`src/rtl/scanout_pkg.sv`:
```
// Shared timing defaults, FSM encoding and pixel helpers for the SDRAM scanout.
package scanout_pkg;

  localparam int DEF_H_ACTIVE = 640;
  localparam int DEF_H_FP     = 16;
  localparam int DEF_H_SYNC   = 96;
  localparam int DEF_H_BP     = 48;
  localparam int DEF_V_ACTIVE = 480;
  localparam int DEF_V_FP     = 10;
  localparam int DEF_V_SYNC   = 2;
  localparam int DEF_V_BP     = 33;

  // state     | meaning
  // ST_IDLE   | counters held at 0, FIFO address held in reload, no fetch
  // ST_ALIGN  | counters free-running from vertical blank, syncs out, no fetch
  // ST_RUN    | fetch from FIFO and drive pixels
  typedef enum logic [1:0] {
    ST_IDLE  = 2'd0,
    ST_ALIGN = 2'd1,
    ST_RUN   = 2'd2
  } scan_state_t;

  // One pipeline slot; hs/vs are stored as "asserted" (active-high) and
  // inverted only at the pins, so an all-zero slot is the idle/reset value.
  typedef struct packed {
    logic de;
    logic hs;
    logic vs;
    logic fs;
    logic fetch;
  } pipe_t;

  localparam pipe_t PIPE_IDLE = '0;

  // RGB565 to RGB888 by replicating the MSBs of each channel into the LSBs.
  function automatic logic [23:0] expand_565(input logic [15:0] d);
    return {d[15:11], d[15:13], d[10:5], d[10:9], d[4:0], d[4:2]};
  endfunction

endpackage

```
`src/rtl/vga_timing_gen.sv`:
```
// Horizontal/vertical pixel counters with active-window and sync decode.
module vga_timing_gen import scanout_pkg::*; #(
  parameter int H_ACTIVE = DEF_H_ACTIVE,
  parameter int H_FP     = DEF_H_FP,
  parameter int H_SYNC   = DEF_H_SYNC,
  parameter int H_BP     = DEF_H_BP,
  parameter int V_ACTIVE = DEF_V_ACTIVE,
  parameter int V_FP     = DEF_V_FP,
  parameter int V_SYNC   = DEF_V_SYNC,
  parameter int V_BP     = DEF_V_BP,
  localparam int H_TOTAL = H_ACTIVE + H_FP + H_SYNC + H_BP,
  localparam int V_TOTAL = V_ACTIVE + V_FP + V_SYNC + V_BP,
  localparam int HW      = $clog2(H_TOTAL),
  localparam int VW      = $clog2(V_TOTAL)
) (
  input  logic          clk,
  input  logic          reset,
  input  logic          clear,
  input  logic          load,
  output logic [HW-1:0] hcnt,
  output logic [VW-1:0] vcnt,
  output logic          active,
  output logic          hsync,
  output logic          vsync,
  output logic          frame_end
);

  // Decode constants carry one extra bit so a sync end equal to the total
  // (zero back porch) still fits without wrapping.
  localparam logic [HW:0]   H_ACT_X = (HW+1)'(H_ACTIVE);
  localparam logic [HW:0]   H_SS_X  = (HW+1)'(H_ACTIVE + H_FP);
  localparam logic [HW:0]   H_SE_X  = (HW+1)'(H_ACTIVE + H_FP + H_SYNC);
  localparam logic [VW:0]   V_ACT_X = (VW+1)'(V_ACTIVE);
  localparam logic [VW:0]   V_SS_X  = (VW+1)'(V_ACTIVE + V_FP);
  localparam logic [VW:0]   V_SE_X  = (VW+1)'(V_ACTIVE + V_FP + V_SYNC);
  localparam logic [HW-1:0] H_LAST  = HW'(H_TOTAL - 1);
  localparam logic [VW-1:0] V_LAST  = VW'(V_TOTAL - 1);
  localparam logic [VW-1:0] V_LOAD  = VW'(V_ACTIVE);

  logic [HW-1:0] hcnt_q, hcnt_d;
  logic [VW-1:0] vcnt_q, vcnt_d;
  logic [HW:0]   hcnt_x;
  logic [VW:0]   vcnt_x;

  // Next counter value: clear wins, load jumps to start of vertical blank.
  always_comb begin
    hcnt_d = hcnt_q;
    vcnt_d = vcnt_q;
    if (clear) begin
      hcnt_d = '0;
      vcnt_d = '0;
    end else if (load) begin
      hcnt_d = '0;
      vcnt_d = V_LOAD;
    end else if (hcnt_q == H_LAST) begin
      hcnt_d = '0;
      vcnt_d = (vcnt_q == V_LAST) ? '0 : vcnt_q + VW'(1);
    end else begin
      hcnt_d = hcnt_q + HW'(1);
    end
  end

  // Counter registers.
  always_ff @(posedge clk) begin
    if (reset) begin
      hcnt_q <= '0;
      vcnt_q <= '0;
    end else begin
      hcnt_q <= hcnt_d;
      vcnt_q <= vcnt_d;
    end
  end

  assign hcnt_x    = {1'b0, hcnt_q};
  assign vcnt_x    = {1'b0, vcnt_q};
  assign hcnt      = hcnt_q;
  assign vcnt      = vcnt_q;
  assign active    = (hcnt_x < H_ACT_X) && (vcnt_x < V_ACT_X);
  assign hsync     = (hcnt_x >= H_SS_X) && (hcnt_x < H_SE_X);
  assign vsync     = (vcnt_x >= V_SS_X) && (vcnt_x < V_SE_X);
  assign frame_end = (hcnt_q == H_LAST) && (vcnt_q == V_LAST);

endmodule

```
`src/rtl/sdram_scanout.sv`:
```
// VGA scanout from an SDRAM read FIFO: sequencing FSM, fetch and output pipeline.
module sdram_scanout import scanout_pkg::*; #(
  parameter int H_ACTIVE = DEF_H_ACTIVE,
  parameter int H_FP     = DEF_H_FP,
  parameter int H_SYNC   = DEF_H_SYNC,
  parameter int H_BP     = DEF_H_BP,
  parameter int V_ACTIVE = DEF_V_ACTIVE,
  parameter int V_FP     = DEF_V_FP,
  parameter int V_SYNC   = DEF_V_SYNC,
  parameter int V_BP     = DEF_V_BP
) (
  input  logic        CLK,
  input  logic        RESET,
  input  logic        ENABLE,
  input  logic [15:0] RD_DATA,
  input  logic        RD_EMPTY,
  output logic        RD,
  output logic        RD_LOAD,
  output logic        VGA_HS,
  output logic        VGA_VS,
  output logic        VGA_DE,
  output logic [7:0]  VGA_R,
  output logic [7:0]  VGA_G,
  output logic [7:0]  VGA_B,
  output logic        FRAME_START,
  output logic        UNDERFLOW,
  input  logic        CLR_UNDERFLOW
);

  localparam int HW = $clog2(H_ACTIVE + H_FP + H_SYNC + H_BP);
  localparam int VW = $clog2(V_ACTIVE + V_FP + V_SYNC + V_BP);
  localparam logic [VW-1:0] V_LOAD = VW'(V_ACTIVE);

  scan_state_t   state_q, state_d;
  logic [HW-1:0] hcnt;
  logic [VW-1:0] vcnt;
  logic          active, hsync, vsync, frame_end;
  logic          tg_clear, tg_load;
  logic          rd, rd_load, uf_set, at_blank_start;
  pipe_t         pipe1_q, pipe1_d, pipe2_q, pipe2_d;
  logic [23:0]   rgb_q, rgb_d;
  logic          uf_q, uf_d;

  vga_timing_gen #(
    .H_ACTIVE(H_ACTIVE), .H_FP(H_FP), .H_SYNC(H_SYNC), .H_BP(H_BP),
    .V_ACTIVE(V_ACTIVE), .V_FP(V_FP), .V_SYNC(V_SYNC), .V_BP(V_BP)
  ) u_timing (
    .clk       (CLK),
    .reset     (RESET),
    .clear     (tg_clear),
    .load      (tg_load),
    .hcnt      (hcnt),
    .vcnt      (vcnt),
    .active    (active),
    .hsync     (hsync),
    .vsync     (vsync),
    .frame_end (frame_end)
  );

  assign at_blank_start = (hcnt == '0) && (vcnt == V_LOAD);

  // FSM state register.
  always_ff @(posedge CLK) begin
    if (RESET) state_q <= ST_IDLE;
    else       state_q <= state_d;
  end

  // FSM next state: ALIGN waits out the blank so RUN always starts at pixel 0,0.
  always_comb begin
    state_d = state_q;
    case (state_q)
      ST_IDLE:  if (ENABLE) state_d = ST_ALIGN;
      ST_ALIGN: begin
        if (!ENABLE)        state_d = ST_IDLE;
        else if (frame_end) state_d = ST_RUN;
      end
      ST_RUN:   if (!ENABLE) state_d = ST_IDLE;
      default:  state_d = ST_IDLE;
    endcase
  end

  // FSM outputs: counter control, FIFO handshake and first pipeline slot.
  always_comb begin
    tg_clear = !ENABLE;
    tg_load  = 1'b0;
    rd_load  = 1'b0;
    rd       = 1'b0;
    uf_set   = 1'b0;
    pipe1_d  = PIPE_IDLE;
    case (state_q)
      ST_IDLE: begin
        rd_load = 1'b1;
        tg_load = ENABLE;
      end
      ST_ALIGN: begin
        rd_load    = at_blank_start;
        pipe1_d.hs = hsync;
        pipe1_d.vs = vsync;
      end
      ST_RUN: begin
        rd_load       = at_blank_start;
        // A pop during a reset cycle would lose a pixel the restart expects.
        rd            = active && !RD_EMPTY && !RESET;
        uf_set        = active && RD_EMPTY;
        pipe1_d.de    = active;
        pipe1_d.hs    = hsync;
        pipe1_d.vs    = vsync;
        pipe1_d.fs    = (hcnt == '0) && (vcnt == '0);
        pipe1_d.fetch = rd;
      end
      default: ;
    endcase
  end

  // Second stage: flush on IDLE so a pop issued before disable never shows.
  always_comb begin
    pipe2_d = (state_q == ST_IDLE) ? PIPE_IDLE : pipe1_q;
    rgb_d   = ((state_q != ST_IDLE) && pipe1_q.fetch) ? expand_565(RD_DATA) : '0;
    uf_d    = uf_set ? 1'b1 : (CLR_UNDERFLOW ? 1'b0 : uf_q);
  end

  // Pipeline, pixel and sticky underflow registers.
  always_ff @(posedge CLK) begin
    if (RESET) begin
      pipe1_q <= PIPE_IDLE;
      pipe2_q <= PIPE_IDLE;
      rgb_q   <= '0;
      uf_q    <= 1'b0;
    end else begin
      pipe1_q <= pipe1_d;
      pipe2_q <= pipe2_d;
      rgb_q   <= rgb_d;
      uf_q    <= uf_d;
    end
  end

  assign RD          = rd;
  assign RD_LOAD     = rd_load;
  assign VGA_DE      = pipe2_q.de;
  assign VGA_HS      = ~pipe2_q.hs;
  assign VGA_VS      = ~pipe2_q.vs;
  assign FRAME_START = pipe2_q.fs;
  assign VGA_R       = rgb_q[23:16];
  assign VGA_G       = rgb_q[15:8];
  assign VGA_B       = rgb_q[7:0];
  assign UNDERFLOW   = uf_q;

endmodule

```
`config.mk`:
```
export PLATFORM = sky130hd
export DESIGN_NAME = sdram_scanout
export DESIGN_NICKNAME = d
export VERILOG_FILES = /design/src/rtl/scanout_pkg.sv /design/src/rtl/vga_timing_gen.sv /design/src/rtl/sdram_scanout.sv
export SDC_FILE = /design/constraint.sdc
export NUM_CORES = 1
export LEC_CHECK = 0
export ABC_AREA = 1
export ABC_CLOCK_PERIOD_IN_PS = 2020
export BUFFER_PORTS_ARGS = -buffer_cell sky130_fd_sc_hd__buf_2
export CAP_MARGIN = 0
export CORE_UTILIZATION = 35
export CTS_BUF_LIST = sky130_fd_sc_hd__clkbuf_2 sky130_fd_sc_hd__clkbuf_4 sky130_fd_sc_hd__clkbuf_8
export DETAILED_ROUTE_END_ITERATION = 6
export PLACE_DENSITY = 0.61
export SYNTH_ARGS = -nofsm -noshare
export SYNTH_HDL_FRONTEND = slang
export SYNTH_HIERARCHICAL = 1
export SYNTH_SLANG_ARGS = --single-unit
```
`constraint.sdc`:
```
create_clock -name CLK -period 2.02 [get_ports CLK]
set_input_delay 0.404 -clock CLK [delete_from_list [all_inputs] [get_ports CLK]]
set_output_delay 0.404 -clock CLK [all_outputs]
set_load 0.05 [all_outputs]
```
==> impl_metrics.toml, run 1 <==
[critical_path]
required_ns = 1.62
critPathArrivalTime_ns = 1.62
critPathLaunchType = "flip-flop"
crit_type = "reg -> out"
path_max_fanout = 3
endpoint_kind = "primary output"
reg2reg_depth = 11

[route]
wl_met1_um = 2125
drt-vias-per-instance = 4.453
wl_met3_um = 297
drtPass1Iterations = 4
drc = 0
wl_met2_um = 2113
wl_per_cell_um = 10.21
drtIter0Drc = 105
antenna_left = 0
totalWireLength_um = 4594
vias = 2004
topRoutingLayerUsed = "met4"

[sta]
rsz0062_at_grt = "yes"
tightest_slew_ns = 0.3704
setup_viol = 0
worst_clock_skew_ns = 0.004699
finalMaxSlewViolations = 0
finalCritPeriodShare_pct = 99.98
min_period_ns = 2.020
slew_headroom_pct = 75.22
hold_viol = 0
max_freq_mhz = 495.2

[place]
dp_cells = 439
port_buffers = 51
hpwl_um = 3548
placed_cell_area_um2 = 2628
globalplace.congestion = 0.8705

[finish]
area_growth_pct = 22.16
drive_gt1_share_pct = 30.83
fin_cells = 450
diodes = 0
final_area_um2 = 2828
nNetsFinal = 401

[yosys]
yosys.area.top_type = "dfxtp_1"
synth.top_cell.area_share_pct = 41.51
synth-simple-area-share_pct = 32.27
netlist_instances = 316
yosys-top-cells-count = "nor2_1, inv_1, dfxtp_1, nand2_1, nand3_1"
synth_nets = 345
synth-async-reset-ratio_pct = 0
yosysSeqAreaShare_pct = 41.51
synth_cell_types = 34
synth-compound-area-share_pct = 7.243
yosys.cell_count.top_type = "nor2_1"
synth_fa_ha_area_share_pct = 4.324
yosysWarnings = 6
synthesis.area_um2 = 2315
synthMuxAreaShare_pct = 0
synth_edf_count = 0
synth_area_per_cell_um2 = 7.325
yosys.area_share.xor_xnor_pct = 1.135
synth_seq_cells = 48
synth_top_family_by_area = "simple AND/OR/NAND/NOR gates"
synth_area_leaders = "dfxtp_1, nor2_1, inv_1"
synth_ff_type = "dfxtp_1"

[floorplanning]
die_y_um = 83.33
die_w_um = 83.33
core_area_um2 = 6350
ios = 52
die_area_um2 = 6943
rows = 29
start_util_pct = 36.45

[clock_tree]
htree_levels = 2
cts_hold_buf = 0
insertion_delay_ns = 0.30
path_clk_slew_ns = 0.09
clk_path_buf_depth = 2
cts_tree = "built"
clock-sinks = 48
cts_buffers = 5
cts_root_buffer = "clkbuf_8"

[worst_hold_path]
min_path_cells = 2
holdCritPathClass = "in -> reg"

[grt]
grt_pass1_vias = 1800
grt_pass1_wl_um = 7803
grt-ovfl-total = 0
antenna_found_initial = 0
grt_start_max_net_pins = 17
grt_use_total_pct = 13.79

[power]
ir_worst_vdd_v = 0.0004576
powerDensity_nw_per_um2 = 809.1
p_leak_nw = 1.329

[job]
drv_cap = 0

[outcome]
status = "complete, no violations"
[power breakdown]
group / leakage [nW] / total (mW) / switching [mW] / internal (mW)
Sequential: 0.390 / 1.02 / 0.0340 / 0.989
Clock: 0.0614 / 0.724 / 0.320 / 0.405
Combinational: 0.878 / 0.541 / 0.325 / 0.215
[area by class of cell]
class / count / area [um2]
fill: 657 / 3522
multi-input combinational: 197 / 1080
sequential: 48 / 969.7
timing repair buffer: 60 / 335.3
inverter: 60 / 225.2
tap: 77 / 96.34
clock buffer: 6 / 82.58
clock inverter: 2 / 38.79
[layer usage]
| layer | vias up | track usage, % |
|---|---|---|
| met5 | - | 0 |
| met4 | 0 | 5.172 |
| met3 | 6 | 3.877 |
| met2 | 60 | 23.10 |
| met1 | 867 | 16.75 |
| li1 | 1071 | - |
[flip-flops by register name, indices dropped and copies added (netlist names)]
name and count:
state_q 2, u_timing/hcnt 10, VGA_DE 1, UNDERFLOW 1, FRAME_START 1, u_timing/vcnt 10
pipe1_q 5, pipe2_q 2, rgb_q 16
[kinds of logic (layout without fill, tap and decap cells)]
group                      count (synthesis)  after routing
DFF                                       48             48
buffers and inverters                     71            128
AOI/OAI and AO/OA                         29             29
adders and majority gates                  8              8
xor gates and xnor gates                   3              3
and+or+nand+nor                          157            157
[worst max-delay path, stage by stage (launching register included)]
cell,delay [ns]
dfxtp_2,0.35
inv_2,0.05
ha_4,0.26
nand2_1,0.05
nor2_1,0.08
nand2_1,0.06
nor2_1,0.09
nand2_1,0.08
a21oi_2,0.14
buf_6,0.17
[placed cells by master, fill, tap and decap left out, types with 3 or more instances in the layout]
cell / Yosys / final
nor2_1: 58 / 57
inv_1: 54 / 51
buf_2: 1 / 49
nand2_1: 46 / 46
dfxtp_1: 48 / 43
nand3_1: 17 / 16
nor2_2: 12 / 13
a21oi_1: 14 / 13
inv_2: 6 / 9
buf_4: 8 / 9
ha_1: 8 / 7
o21ai_1: 6 / 6
clkbuf_8: 0 / 6
nand2_2: 4 / 4
dfxtp_2: 0 / 4
a21oi_2: 2 / 3
nand3_2: 2 / 3
nor3_1: 3 / 3
nor2_4: 3 / 3
[what timing repair did]
| item | 4_1_cts | 5_1_grt |
|---|---|---|
| setup endpoints to repair | 2 | 2 |
| pin swaps | 2 | 3 |
| resized for setup | 11 | 7 |
| buffers inserted | 2 | 1 |
[per-stage QoR]
stage               setup TNS (ns)  hold WS (ns)  power, mW  util, %  setup slack (ns)
floorplan                        0        0.3936      1.379        -           0.09698
global placement                 0        0.3975      1.486    41.38            0.1738
detailed placement               0        0.4017      1.496    41.38           0.09927
CTS                       -0.01418        0.3008      2.301    44.02          -0.01418
global route               -0.1403        0.3116      2.411    44.53           -0.1203
finish                           0        0.3061      2.288    44.53         0.0004630
[final timing paths]
check / start / to / slack, ns
worst max register to register: u_timing/hcnt[0]$_SDFF_PP0_ / state_q[0]$_SDFFE_PP0P_ / 0.33
worst min register to register: pipe1_q[4]$_SDFF_PP0_ / VGA_DE$_SDFF_PP0_ / 0.41
worst max-delay path: state_q[0]$_SDFFE_PP0P_ / RD_LOAD / 0.0005
worst min-delay path: RD_EMPTY / pipe1_q[0]$_SDFF_PP0_ / 0.31
Power figures use the tool's default switching activity.
==> inputs of run 2 (changes only) <==
- REMOVE_ABC_BUFFERS: unset -> 1
==> run 2 against run 1 <==
  * Global-route usage is 0.20 points higher
  * Clock-buffer cell count is 1 lower
  * Largest cell class unchanged
  * Die area stayed put
  * Non-clock buffer count grew 2
  * Sequential power hardly changed
  * Critical endpoint unchanged
  * Via count grew 0.65%
  * Critical path depth stayed put
  * Clock power shrank 2%
  * Combinational power increased by 4%
  * Wire length decreased by 0.78%
  * Largest power group unchanged
  * Highest routed layer unchanged
==> impl_metrics.toml, run 2 (same netlist as run 1, synthesis figures left out) <==
[grt]
grt-ovfl-total = 0
grt_use_total_pct = 13.99
antenna_found_initial = 0
grt_pass1_wl_um = 7935
grt_start_max_net_pins = 17
grt_pass1_vias = 1776

[finish]
post-route-util_pct = 44.53
final_area_um2 = 2828
drive_gt1_share_pct = 31.20
mostFrequentLayoutCell = "nor2_1"
nNetsFinal = 403
fin_cells = 452
area_growth_pct = 22.16
final_cell_mix = "nor2_1, inv_1, buf_2, nand2_1, dfxtp_1"
diodes = 0
largest_register_ffs = 16
largest-register = "rgb_q"

[place]
place_ws_ns = 0.1179
port_buffers = 51
globalplace.congestion = 0.8723
hpwl_um = 3464
placed_cell_area_um2 = 2609
dp_cells = 437

[power]
powerDensity_nw_per_um2 = 812.0
ir_worst_vdd_v = 0.0005662
p_total_mw = 2.296
p_leak_nw = 1.332

[clock_tree]
cts_hold_buf = 0
path_clk_slew_ns = 0.09
htree_levels = 2
cts_buffers = 5
cts_root_buffer = "clkbuf_8"
clock-sinks = 48
cts_tree = "built"
clk_path_buf_depth = 2
insertion_delay_ns = 0.30

[floorplanning]
die_y_um = 83.33
ios = 52
rows = 29
die_w_um = 83.33
core_area_um2 = 6350
start_util_pct = 36.45
die_area_um2 = 6943

[sta]
worst_clock_skew_ns = 0.01004
hold_viol = 0
max_freq_mhz = 500.6
slew_headroom_pct = 75.54
setup_viol = 0
tns_ns = 0
min_period_ns = 1.998
finalCritPeriodShare_pct = 98.89
tightest_slew_ns = 0.3656
finalWorstSetupSlack_ns = 0.02240
rsz0062_at_grt = "yes"
hold_ws_ns = 0.2967
finalMaxSlewViolations = 0

[outcome]
status = "complete, no violations"

[job]
drv_cap = 0

[critical_path]
path_delay_family = "flip-flops"
r2r_slack_ns = 0.25
required_ns = 1.62
critPathArrivalTime_ns = 1.59
crit_path_cell_trace = "inv_2, ha_4, nand2_2, nor2_1, nand2_1, nor2_1, nand2_1, a21oi_2, buf_6"
r2r-start = "u_timing/hcnt[0]$_SDFF_PP0_"
max_stage_delay_ns = 0.35
startpoint = "state_q[0]$_SDFFE_PP0P_"
worst-path-buf-inv = 2
critPathLaunchType = "flip-flop"
endpoint_kind = "primary output"
crit_type = "reg -> out"
critPathCapture = "RD_LOAD"
reg2reg_depth = 11
crit_cells = 9
path_max_fanout = 2
cp_slowest_cell = "dfxtp_2"
r2r_end = "state_q[0]$_SDFFE_PP0P_"

[route]
totalWireLength_um = 4558
drt-vias-per-instance = 4.462
drc = 0
vias = 2017
drtIter0Drc = 60
drtPass1Iterations = 4
antenna_left = 0
wl_per_cell_um = 10.08

[worst_hold_path]
holdCritPathClass = "in -> reg"
hold_start = "RD_EMPTY"
==> run 2: metal layers <==
metal | up-vias | track usage, % | wire length (um)
li1 | 1066 | - | -
met1 | 884 | 18.32 | 2237
met2 | 61 | 22.50 | 1979
met3 | 6 | 3.777 | 291
met4 | 0 | 4.075 | 50
met5 | - | 0 | 0
==> run 2: worst min-delay path by stage <==
stage	endpoint	slack (ns)	depth (start not counted)
after floorplan	FRAME_START$_SDFF_PP0_	0.39	2
after global placement	VGA_DE$_SDFF_PP0_	0.40	2
after detailed placement	VGA_DE$_SDFF_PP0_	0.40	2
after CTS	pipe1_q[0]$_SDFF_PP0_	0.28	2
after global routing	rgb_q[6]$_SDFF_PP0_	0.29	3
final	pipe1_q[0]$_SDFF_PP0_	0.30	2
==> run 2: layout make-up <==
| type | count | area, um2 |
|---|---|---|
| clock buffer | 5 | 68.82 |
| clock inverter | 3 | 47.55 |
| fill | 656 | 3522 |
| inverter | 60 | 225.2 |
| multi-input combinational | 197 | 1074 |
| sequential | 48 | 965.9 |
| tap | 77 | 96.34 |
| timing repair buffer | 62 | 350.3 |
==> run 2: what timing repair did <==
item | 4_1_cts | 5_1_grt
endpoints found under the hold margin | 0 | 0
gates resized for setup | 8 | 9
pin swaps | 4 | 4
setup endpoints to repair | 2 | 2
buffers inserted | 5 | 2
==> run 2: report_power, final <==
part | switching [mW] | internal [mW] | leakage [nW]
combinational | 0.324 | 0.237 | 0.884
sequential | 0.0382 | 0.989 | 0.390
clock | 0.335 | 0.373 | 0.0583
==> inputs of run 3 (changes only) <==
- GPL_TIMING_DRIVEN: unset -> 0
==> run 3 against run 2 <==
  * The run now ends with setup timing left
  * Clock power about the same
  * Worst setup slack got worse by 0.034 ns
  * Total power decreased by 1.9%
  * Clock skew decreased by 0.0026 ns
  * Flip-flop and latch count unchanged
  * Wire length decreased by 3.8%
  * Core utilization decreased by 1.2 points
  * Combinational power decreased by 9.1%
  * Die area unchanged
  * Final area decreased by 2.8%
  * Critical endpoint unchanged
  * Largest cell class unchanged
  * Highest routed layer unchanged
==> impl_metrics.toml, run 3 (same netlist as run 1, synthesis figures left out) <==
[route]
drt-vias-per-instance = 4.411
antenna_left = 0
drtIter0Drc = 38
totalWireLength_um = 4385
wl_per_cell_um = 9.898
drc = 0
vias = 1954
drtPass1Iterations = 4

[floorplanning]
core_area_um2 = 6350
die_area_um2 = 6943
die_y_um = 83.33
ios = 52
die_w_um = 83.33
rows = 29
start_util_pct = 36.45

[sta]
hold_viol = 0
tns_ns = -0.01205
setup_viol = 1
finalMaxSlewViolations = 0
worst_clock_skew_ns = 0.007391
finalWorstSetupSlack_ns = -0.01205
max_freq_mhz = 492.1
min_period_ns = 2.032
slew_headroom_pct = 75.44
tightest_slew_ns = 0.3671
finalCritPeriodShare_pct = 100.6
rsz0062_at_grt = "yes"

[clock_tree]
cts_buffers = 5
insertion_delay_ns = 0.30
cts_root_buffer = "clkbuf_8"
path_clk_slew_ns = 0.09
htree_levels = 2
clk_path_buf_depth = 2
clock-sinks = 48
cts_tree = "built"

[finish]
nNetsFinal = 394
fillers = 628
drive_gt1_share_pct = 28.69
final_cell_mix = "nor2_1, inv_1, buf_2, nand2_1, dfxtp_1"
area_growth_pct = 18.76
largest-register = "rgb_q"
mostFrequentLayoutCell = "nor2_1"
largest_register_ffs = 16
diodes = 0

[job]
drv_cap = 0

[critical_path]
critPathLaunchType = "flip-flop"
required_ns = 1.62
critPathArrivalTime_ns = 1.63
crit_path_cell_trace = "inv_2, ha_4, nand2_2, nor2_1, nand2_1, nor2_1, nand2_1, a21oi_2, buf_6"
max_stage_delay_ns = 0.35
cp_slowest_cell = "dfxtp_2"
startpoint = "state_q[1]$_SDFFE_PP0P_"
crit_type = "reg -> out"
r2r-start = "u_timing/hcnt[1]$_SDFF_PP0_"
path_max_fanout = 3
endpoint_kind = "primary output"

[grt]
grt-ovfl-total = 0
grt_pass1_wl_um = 7665
grt_start_max_net_pins = 17
grt_use_total_pct = 13.51
grt_pass1_vias = 1730
antenna_found_initial = 0

[power]
p_int_mw = 1.564
ir_worst_vdd_v = 0.0005572
seq_power_share_pct = 45.9
power_frac_clock_pct = 31.5
pwr-share-comb_pct = 22.7
p_total_mw = 2.253
p_leak_nw = 1.282
switchingPower_uw = 688.6
p_sw_share_pct = 30.57
powerDensity_nw_per_um2 = 819.4

[place]
place_ws_ns = 0.05504
globalplace.congestion = 0.8399
hpwl_um = 3305
port_buffers = 51

[outcome]
violations = "setup timing"
status = "finished, violations left"

[worst_hold_path]
hold_start = "RD_EMPTY"
holdCritPathClass = "in -> reg"
run 3: cell count changes in the layout (fill, tap and decap cells not counted), sizes merged:
cell / previous run / this run
buf: 62 / 53
run 3: timing repair:
| item | CTS | global route |
|---|---|---|
| setup buffers | 2 | 0 |
| gates resized for setup | 12 | 2 |
| hold buffers | 0 | 0 |
| pin swaps | 2 | 1 |
| endpoints found under the setup margin | 2 | 3 |
run 3: through the flow:
| step | instances | instance area [um2] | util, % | hold WS [ns] |
|---|---|---|---|---|
| after floorplan | 305 | 2227 | - | 0.3936 |
| after global placement | 433 | 2579 | 40.61 | 0.3977 |
| after detailed placement | 433 | 2579 | 40.61 | 0.3983 |
| after CTS | 443 | 2745 | 43.23 | 0.2872 |
| after global routing | 443 | 2749 | 43.29 | 0.2827 |
| final | 443 | 2749 | 43.29 | 0.2932 |
run 3: path summary, 6_finish.rpt:
path              slack (ns)                      end  cells past startpoint
setup / recovery       -0.01                  RD_LOAD                      9
setup reg to reg        0.22  state_q[0]$_SDFFE_PP0P_                     11
hold / removal          0.29    pipe1_q[0]$_SDFF_PP0_                      2
hold reg to reg         0.41    pipe2_q[3]$_SDFF_PP0_                      2
run 3: cell type report:
cell class,count,area [um2],area share (%)
Clock buffer,5,68.82,2.503
Clock inverter,3,47.55,1.730
Inverter,60,225.2,8.193
Multi-Input combinational cell,197,1062,38.64
Sequential cell,48,965.9,35.14
Tap cell,77,96.34,3.505
Timing Repair Buffer,53,282.8,10.29
run 3: power groups by stage:
stage / Clock (mW) / Sequential (mW) / Combinational [mW]
2_1_floorplan: 0 / 1.07 / 0.295
4_1_cts: 0.733 / 1.03 / 0.506
6_report: 0.709 / 1.03 / 0.510
5_1_grt: 0.778 / 1.04 / 0.573
3_5_place_dp: 0 / 1.05 / 0.420
3_3_place_gp: 0 / 1.05 / 0.410
run 3: layer usage:
layer / routed length (um) / GRT usage (%)
met1: 2090 / 16.91
met2: 1972 / 22.43
met3: 279 / 4.076
met4: 42 / 3.762
met5: 0 / 0
run 3: worst max-delay path, delay by kind of cell, from the launching register on:
family / cells / cell delay (ns)
flops: 1 / 0.35
buf+inv: 2 / 0.22
compound gates: 1 / 0.14
fa+ha+maj: 1 / 0.27
simple gates: 5 / 0.35
